==> config.mk <==
export PLATFORM = sky130hd
export DESIGN_NAME = button_conditioner
export DESIGN_NICKNAME = d
export VERILOG_FILES = /design/src/rtl/button_conditioner.sv
export SDC_FILE = /design/constraint.sdc
export NUM_CORES = 1
export LEC_CHECK = 0
export ABC_AREA = 1
export CORE_MARGIN = 2
export CORE_UTILIZATION = 38
export DETAILED_ROUTE_END_ITERATION = 12
export DONT_BUFFER_PORTS = 1
export GPL_ROUTABILITY_DRIVEN = 0
export SLEW_MARGIN = 10
export SYNTH_ARGS = -nofsm -noshare
export SYNTH_HDL_FRONTEND = slang
export SYNTH_SLANG_ARGS = --single-unit
==> constraint.sdc <==
create_clock -name clk -period 1.4 [get_ports clk]
set_input_delay 0.21 -clock clk [delete_from_list [all_inputs] [get_ports clk]]
set_output_delay 0.21 -clock clk [all_outputs]
set_load 0.03 [all_outputs]
==> src/rtl/button_conditioner.sv <==
// Per-button synchroniser and debounce FSM.
// Each channel emits a clean level plus one-cycle press/release pulses.
module button_conditioner #(
  parameter int NUM_BUTTONS = 2,
  parameter int CLK_PER     = 10,
  parameter int DEBOUNCE_US = 5000,
  parameter int SYNC_STAGES = 2
) (
  input  logic                   clk,
  input  logic                   CPU_RESETN,
  input  logic [NUM_BUTTONS-1:0] btn_in,
  output logic [NUM_BUTTONS-1:0] btn_level,
  output logic [NUM_BUTTONS-1:0] btn_press,
  output logic [NUM_BUTTONS-1:0] btn_release
);

  localparam int DB_CYCLES = (DEBOUNCE_US * 1000) / CLK_PER;
  localparam int CW = $clog2(DB_CYCLES + 1);

  localparam logic [1:0] IDLE_LOW  = 2'd0;
  localparam logic [1:0] WAIT_HIGH = 2'd1;
  localparam logic [1:0] IDLE_HIGH = 2'd2;
  localparam logic [1:0] WAIT_LOW  = 2'd3;

  if (DB_CYCLES < 1) begin : g_bad_db
    $error("button_conditioner: DB_CYCLES must be nonzero");
  end
  if (SYNC_STAGES < 2 || SYNC_STAGES > 4) begin : g_bad_sync
    $error("button_conditioner: SYNC_STAGES must be 2..4");
  end

  localparam logic [CW-1:0] CNT_MAX = CW'(DB_CYCLES - 1);

  for (genvar i = 0; i < NUM_BUTTONS; i++) begin : g_ch
    logic [SYNC_STAGES-1:0] sync_q, sync_d;
    logic [1:0]             state_q, state_d;
    logic [CW-1:0]          cnt_q, cnt_d;
    logic                   level_q, level_d;
    logic                   press_q, press_d;
    logic                   rel_q, rel_d;
    logic                   s;

    assign sync_d = {sync_q[SYNC_STAGES-2:0], btn_in[i]};
    assign s      = sync_q[SYNC_STAGES-1];

    always_comb begin
      state_d = state_q;
      cnt_d   = cnt_q;
      level_d = level_q;
      press_d = 1'b0;
      rel_d   = 1'b0;
      unique case (state_q)
        IDLE_LOW: begin
          if (s) begin
            state_d = WAIT_HIGH;
            cnt_d   = '0;
          end
        end
        WAIT_HIGH: begin
          if (!s) begin
            state_d = IDLE_LOW;
          end else if (cnt_q == CNT_MAX) begin
            state_d = IDLE_HIGH;
            level_d = 1'b1;
            press_d = 1'b1;
          end else begin
            cnt_d = cnt_q + CW'(1);
          end
        end
        IDLE_HIGH: begin
          if (!s) begin
            state_d = WAIT_LOW;
            cnt_d   = '0;
          end
        end
        WAIT_LOW: begin
          if (s) begin
            state_d = IDLE_HIGH;
          end else if (cnt_q == CNT_MAX) begin
            state_d = IDLE_LOW;
            level_d = 1'b0;
            rel_d   = 1'b1;
          end else begin
            cnt_d = cnt_q + CW'(1);
          end
        end
        default: begin
          state_d = IDLE_LOW;
          cnt_d   = '0;
          level_d = 1'b0;
        end
      endcase
    end

    always_ff @(posedge clk or negedge CPU_RESETN) begin
      if (!CPU_RESETN) begin
        sync_q  <= '0;
        state_q <= IDLE_LOW;
        cnt_q   <= '0;
        level_q <= 1'b0;
        press_q <= 1'b0;
        rel_q   <= 1'b0;
      end else begin
        sync_q  <= sync_d;
        state_q <= state_d;
        cnt_q   <= cnt_d;
        level_q <= level_d;
        press_q <= press_d;
        rel_q   <= rel_d;
      end
    end

    assign btn_level[i]   = level_q;
    assign btn_press[i]   = press_q;
    assign btn_release[i] = rel_q;
  end

endmodule
# Yosys cells after proc, flatten, opt, wreduce, memory -nomap -nowiden
# Index checks and enable logic that the tools add are counted.
# word_totals
ff_bits	52
inputBits	4
output_inout_bits	6
# op_classes
n_addsub	2
eq_ne	24
n_mux	46
reduce_logical	10
# ops
op	count
19-bit two-way mux	10
19-bit case mux with 4 select lines	2
19-bit by 1-bit adder with 19-bit output (second input constant)	2
19-bit == test (second input constant)	2
2-bit two-way mux	12
2-bit inequality test (second input constant)	12
1-bit two-way mux	18
2-bit case mux with 4 select lines	2
4-bit AND reduction	4
3-bit inequality test (second input constant)	4
5-bit AND reduction	2
2-bit == test (second input constant)	4
2-bit by 1-bit == test with 1-bit output (second input constant)	2
2-bit logical NOT	2
1-bit case mux with 2 select lines	2
2-bit nonzero test	2

# Depth between registers and ports, before layout
# Gate-level depths: netlist (run 1).
# depth
ltp_word	4
depth_mapped	11

# Least setup slack after synthesis (run 1)
# Ideal clock, no wire load.
# synth_path
path_kind	register -> register
from	register g_ch[0].cnt_q[0]
to	register g_ch[0].cnt_q[4]
arrival_ps	1461
required_time_ps	1282
path_slack_ps	-179
stages_incl_launch_ff	12
n_path_buf	2
period_less_slack_ps	1579
cell_sequence	dfrtp_1 -> ha_1 -> nand3_2 -> clkinv_2 -> nand3_2 -> nor2_2 -> nor2_1 -> inv_2 -> buf_6 -> buf_6 -> nand2_1 -> nand2_1
# synth_between
elab_chain_cells	4
word_cells_on_any_way	6
cone_classes	add/sub (1); eq/ne (1); mux (4)
# synth_rtl
item	line_no	rtl
from (decl)	37	logic [CW-1:0] cnt_q, cnt_d;
from (signal assigned)	106	cnt_q <= cnt_d;
19-bit by 1-bit adder with 19-bit output or 19-bit == test (tied branches)	n/a	
19-bit two-way mux (*)	62, 79	
19-bit two-way mux (on tied branches)	77, 60	
19-bit case mux with 4 select lines (*)	52	unique case (state_q)
# Mark *: on every way between the ends. The rest lies on a longest branch, timed or not. The select of a mux whose other input is x is not followed.
# A chain may end at the register's enable or synchronous reset.

# Worst setup path in the final report (run 1)
# layout_path
from	register g_ch[1].cnt_q[1]
to	register g_ch[1].state_q[0]
# layout_between
elab_chain_cells	3
word_cells_on_any_way	4
cone_classes	eq/ne (3); reduce/logical (1)
# layout_rtl
item	line_no	rtl
from (decl)	37	
from (signal assigned)	106	
19-bit == test (*)	62, 79	
3-bit inequality test (no source line)	n/a	
4-bit AND reduction (no source line) (*)	n/a	
to (signal assigned)	105	state_q <= state_d;
to (decl)	36	logic [1:0] state_q, state_d;
# Mark *: on every way between the ends. The rest lies on a longest branch, timed or not.

==> reports/summary.txt, run 1 <==
status: complete, but fails checks
failing checks: hold timing, setup timing
largest fanout on the critical path: 8
Pint: 0.002041 W
vias in the first global route: 2775
met1 Track Usage GR: 21.62%
maximum clock path buffer count: 2
Ant. Diodes: 0
WHS: -0.4364 ns
syn_nets: 422
Cell variety after synth: 28
nets: 498
Reg clk slew, reported paths: 0.11 ns
met3 Use GR: 2.659%
WS Path Type: register to register
Synth Flop Type: dfrtp_1
combinational group share of total power: 10.2%
Num CTS Buffers: 5
switch share: 26.85%
Die Width: 93.05 um
clk root buf: clkbuf_8
later-pin clock latency in the skew report: 0.32 ns
Hold Buf Count CTS: 2
Final Util: 54.57%
DRC Markers: 0
Critical Path AT: 1.81 ns
Achievable Freq: 629.6 MHz
die height: 93.05 um
Synth warnings: 0
Max-cap violations: 0
Sequential Power Share: 56.0%
Iter 0 DRT Violations: 148
num rows: 32
share of cells above drive strength 1: 33.67%
drt pass-1 iters: 4
peak supply drop: 478.7 uV
routed vias: 2898
gr ovfl total: 0
CP startpoint: g_ch[1].cnt_q[1]
capture point of the critical path: g_ch[1].state_q[0]
final hold violations: 52
Top Usage Layer GRT: met2
final WL: 8070 um
PwrDens: 665.1 mW/mm^2
post-DP HPWL: 5066 um
sequential area share after synthesis: 43.19%
Slew Limit Fails: 0
total track usage: 18.13%
Via density: 4.871
initial antenna violation count: 0
crit path launch type: register
Psw: 0.0007493 W
final setup margin: -0.1884 ns
TritonCTS sink count: 52
CP Capture Type: register
Final ANT Viol Nets: 0
final period utilization: 113.5%
RSZ-0062 raised after global routing: yes
Leak: 1.898 nW
r2r endpoint: g_ch[1].state_q[0]
Final min period: 1.588 ns
register-to-register setup slack: -0.19 ns
Clock Skews: 0.009638 ns
Post-Syn Area: 0.003013 mm^2
first-pass GRT wire length: 12580 um
Clk pwr share: 33.8%
CTS tree: built
Reg2Reg Depth: 7
port buffer count: 0
count of flip-flops with a built-in enable after synthesis: 0
slew at the pin closest to its max-slew limit: 0.3456 ns
Wirelength per Cell: 13.56 um
die area: 0.008657 mm^2
H-tree Lvls: 2
final setup violating endpoints: 42
Yosys reg bits: 52
min-delay worst type: input pin to async pin
Req. time, crit path: 1.62 ns
starting density of the core: 39.19%
largest net degree at the start of global routing: 53
Core Region: 0.007687 mm^2
met2 GRT Util: 33.76%
RR Startpoint: g_ch[1].cnt_q[1]
Cells after Synth: 416
max_slew headroom: 76.87%
Synth async-reset ratio: 100.0%
syn_area_per_cell: 7.243 um^2
Area growth, synth to finish: 39.24%
IO Count: 10
metal layers:
layer / routed length [um] / share of wire [%] / vias to the layer above
li1: - / - / 1481
met1: 3490 / 43 / 1368
met2: 4268 / 53 / 36
met3: 169 / 2.1 / 13
met4: 142 / 1.8 / 0
met5: 0 / 0 / -
power groups by stage:
stage	sequential, W	combinational [W]	clock (W)
after floorplan	0.00159	0.000101	0
after CTS	0.00156	0.000210	0.000965
after global routing	0.00157	0.000309	0.00104
after global placement	0.00158	0.000185	0
after detailed placement	0.00159	0.000188	0
final	0.00156	0.000283	0.000943
worst min path at each step:
stage | startpoint | endpoint | depth (start not counted)
5_1_grt | CPU_RESETN | g_ch[1].cnt_q[5] | 0
6_report | CPU_RESETN | g_ch[0].sync_q[1] | 0
3_5_place_dp | CPU_RESETN | g_ch[1].level_q | 0
2_1_floorplan | CPU_RESETN | async pin | 0
4_1_cts | CPU_RESETN | g_ch[1].level_q | 0
3_3_place_gp | CPU_RESETN | g_ch[1].rel_q | 0
synth_stat cells (all sizes together), types with 2 or more instances:
cell | n | share of area (%)
xor2 | 9 | 2.6
nor2 | 54 | 7.0
nand2 | 141 | 18
ha | 2 | 0.83
o21ai | 30 | 5.2
dfrtp | 52 | 43
inv | 37 | 4.6
nor3b | 2 | 0.50
or2 | 2 | 0.42
nand3 | 40 | 7.1
xnor2 | 4 | 1.2
nor3 | 4 | 0.66
nand3b | 4 | 1.0
o21bai | 4 | 1.0
nand4 | 13 | 2.7
buf | 14 | 3.6
state kept, by name (all words and copies together), names as in the netlist, named ones only:
name and cells:
g_ch.level_q 2, g_ch.rel_q 2, g_ch.sync_q 4, g_ch.state_q 2, g_ch.press_q 2, g_ch.cnt_q 38
cells in the final DEF, fill, tap and decap left out, drive strengths merged, types with 2 or more instances in the layout:
cell,Yosys,final
nor3,4,4
nand2,141,141
buf,14,78
nand4,13,13
or2,2,2
o21bai,4,4
clkinv,1,2
nand3,40,40
dfrtp,52,52
o21ai,30,30
inv,37,38
dlygate4sd3,0,2
clkbuf,1,9
nand3b,4,4
nor3b,2,2
ha,2,2
nor2,54,54
xnor2,4,4
xor2,9,9
per-stage QoR:
stage	setup WS, ns	cells	instance area, um^2	setup TNS [ns]	total power, W
floorplan	-0.08819	416	3077	-1.315	0.001688
global placement	-0.07223	570	3642	-1.144	0.001768
detailed placement	-0.1205	570	3642	-2.054	0.001774
CTS	-0.08206	584	3832	-1.740	0.002730
global route	-0.2534	595	4195	-7.786	0.002918
finish	-0.1884	595	4195	-4.498	0.002790
logic make-up after synthesis:
family                     count (synthesis)  synth area share, %
AOI/OAI and AO/OA                         36                6.644
xor gates and xnor gates                  13                3.779
adders and majority gates                  2               0.8304
buffers and inverters                     53                8.512
DFF                                       52                43.19
and+or+nand+nor                          260                37.04
area by class of cell:
type	instances	area (um^2)
Inverter	38	158.9
Sequential cell	52	1304
Clock inverter	3	26.28
Clock buffer	5	68.82
Multi-Input combinational cell	311	1745
Timing Repair Buffer	84	764.5
Fill cell	719	3492
Tap cell	102	127.6
critical path, stage by stage (launching register included):
cell,delay (ns)
dfrtp_2,0.43
ha_4,0.16
nand2_4,0.06
nor2_4,0.17
nand3_4,0.12
nand2_4,0.13
clkinvlp_4,0.21
buf_4,0.20
what timing repair did:
action                                  4_1_cts  5_1_grt
hold endpoints to repair                     54       52
pin swaps                                     4       18
resized for setup                            30       71
gates cloned                                  0        5
endpoints found under the setup margin       38       46
buffers inserted                              4        6
Note: power is estimated with default switching activity, not from simulation.
==> inputs of run 2 (changes only) <==
--- a/config.mk
+++ b/config.mk
@@ -11,6 +11,7 @@
 export DETAILED_ROUTE_END_ITERATION = 12
 export DONT_BUFFER_PORTS = 1
 export GPL_ROUTABILITY_DRIVEN = 0
+export GPL_TIMING_DRIVEN = 0
 export SLEW_MARGIN = 10
 export SYNTH_ARGS = -nofsm -noshare
 export SYNTH_HDL_FRONTEND = slang
==> reports/summary.txt, run 2 (synthesized netlist as in run 1, its figures left out) <==
PwrDens: 685.1 mW/mm^2
Sum Neg Setup Slack: -4.431 ns
later-pin clock latency in the skew report: 0.32 ns
CP Capture Type: register
final period utilization: 114.3%
H-tree Lvls: 2
Iter 0 DRT Violations: 134
final setup violating endpoints: 41
vias in the first global route: 2878
WS Path Type: register to register
Critical Path AT: 1.86 ns
Pint: 0.002044 W
most common cell after layout, fill and taps aside: nand2_1
Psw: 0.0007704 W
Slew Limit Fails: 0
crit path launch type: register
placed insts: 518
Hold Buf Count CTS: 2
die height: 93.05 um
starting density of the core: 39.19%
Max-cap violations: 0
largest register by flop count: g_ch.cnt_q
Achievable Freq: 625.0 MHz
most frequent cells in the layout: 101 x nand2_1, 41 x dfrtp_1, 41 x buf_4
DRC Markers: 0
clk root buf: clkbuf_8
cells along the critical path: nand2_1 -> inv_1 -> nand2_1 -> nor2_2 -> nand3_4 -> nand2_4 -> buf_8 -> buf_12 -> buf_12 -> nand2_2 -> o21ai_2
Area growth, synth to finish: 36.34%
CTS tree: built
max_slew headroom: 66.89%
Bufs and invs on worst path: 4
total track usage: 18.95%
Core Region: 0.007687 mm^2
routed vias: 2947
min-delay worst type: input pin to async pin
largest net degree at the start of global routing: 53
biggest regs: g_ch.cnt_q (38), g_ch.sync_q (4)
Wirelength per Cell: 14.06 um
final hold violations: 52
switch share: 27.38%
num rows: 32
initial antenna violation count: 0
WHS: -0.4411 ns
share of cells above drive strength 1: 36.55%
nets: 481
Crit-path slowest cell: dfrtp_2
IO Count: 10
Leak: 1.822 nW
first-pass GRT wire length: 13010 um
slew at the pin closest to its max-slew limit: 0.4966 ns
peak supply drop: 403.0 uV
Die Width: 93.05 um
pre-CTS setup slack: -0.3056 ns
port buffer count: 0
TritonCTS sink count: 52
gr ovfl total: 0
Req. time, crit path: 1.66 ns
Crit path max-delay family: simple AND/OR/NAND/NOR gates
Num CTS Buffers: 5
Largest register FFs: 38
Clk pwr share: 34.0%
Final Util: 53.43%
final cell count without fillers: 578
Reg clk slew, reported paths: 0.11 ns
status: complete, but fails checks
Final min period: 1.600 ns
Ant. Diodes: 0
largest fanout on the critical path: 7
final WL: 8129 um
Sequential Power Share: 55.7%
post-DP HPWL: 4681 um
Clock Skews: 0.01175 ns
die area: 0.008657 mm^2
RSZ-0062 raised after global routing: yes
CP max stage delay: 0.50 ns
number of fill cells: 725
combinational group share of total power: 10.4%
maximum clock path buffer count: 2
failing checks: hold timing, setup timing
Via density: 5.099
final setup margin: -0.2000 ns
drt pass-1 iters: 4
Final ANT Viol Nets: 0
[run 2: layer usage]
layer  routed length [um]  vias up  global-route usage [%]
met4                  229        0                   9.314
met3                  246       20                   3.223
li1                     -     1449                       -
met5                    0        -                       0
met1                 3431     1420                   22.16
met2                 4221       58                   33.51
[run 2: worst paths after layout]
| kind | startpoint | end | slack, ns | cells after the start |
|---|---|---|---|---|
| min | CPU_RESETN | g_ch[1].cnt_q[12] | -0.44 | 0 |
| max reg2reg | g_ch[1].state_q[0] | g_ch[1].cnt_q[9] | -0.20 | 11 |
| min in group clk | g_ch[0].sync_q[0] | g_ch[0].sync_q[1] | 0.36 | 0 |
| max in group asynchronous | CPU_RESETN | g_ch[0].cnt_q[8] | 1.74 | 0 |
| min reg2reg | g_ch[0].sync_q[0] | g_ch[0].sync_q[1] | 0.36 | 0 |
| max | g_ch[1].state_q[0] | g_ch[1].cnt_q[9] | -0.20 | 11 |
[run 2: final cells by class]
class / instances / area, um^2 / area share (%)
buffer: 14 / 128.9 / 3.137
clock buffer: 5 / 68.82 / 1.675
multi-input combinational: 311 / 1785 / 43.47
tap: 102 / 127.6 / 3.107
clock inverter: 3 / 25.02 / 0.6092
timing repair buffer: 53 / 509.2 / 12.40
sequential: 52 / 1315 / 32.01
inverter: 38 / 147.6 / 3.594
[run 2: repair_timing]
action,4_1_cts,5_1_grt
setup buffers,29,20
resized for setup,68,79
pin swaps,14,20
endpoints found under the setup margin,42,44
gates cloned,4,0
endpoints found under the hold margin,54,52
[run 2: power by group through the flow]
stage	sequential (W)	combinational, W	clock, W
3_3_place_gp	0.00159	0.000131	0
5_1_grt	0.00157	0.000312	0.00104
3_5_place_dp	0.00159	0.000134	0
4_1_cts	0.00156	0.000245	0.000977
2_1_floorplan	0.00159	0.000101	0
6_report	0.00157	0.000291	0.000956
[run 2: per-stage QoR]
step	cell area, um^2	power [W]
detailed placement	3204	0.001728
global route	4108	0.002927
floorplan	3077	0.001688
CTS	3769	0.002784
global placement	3204	0.001724
finish	4108	0.002814
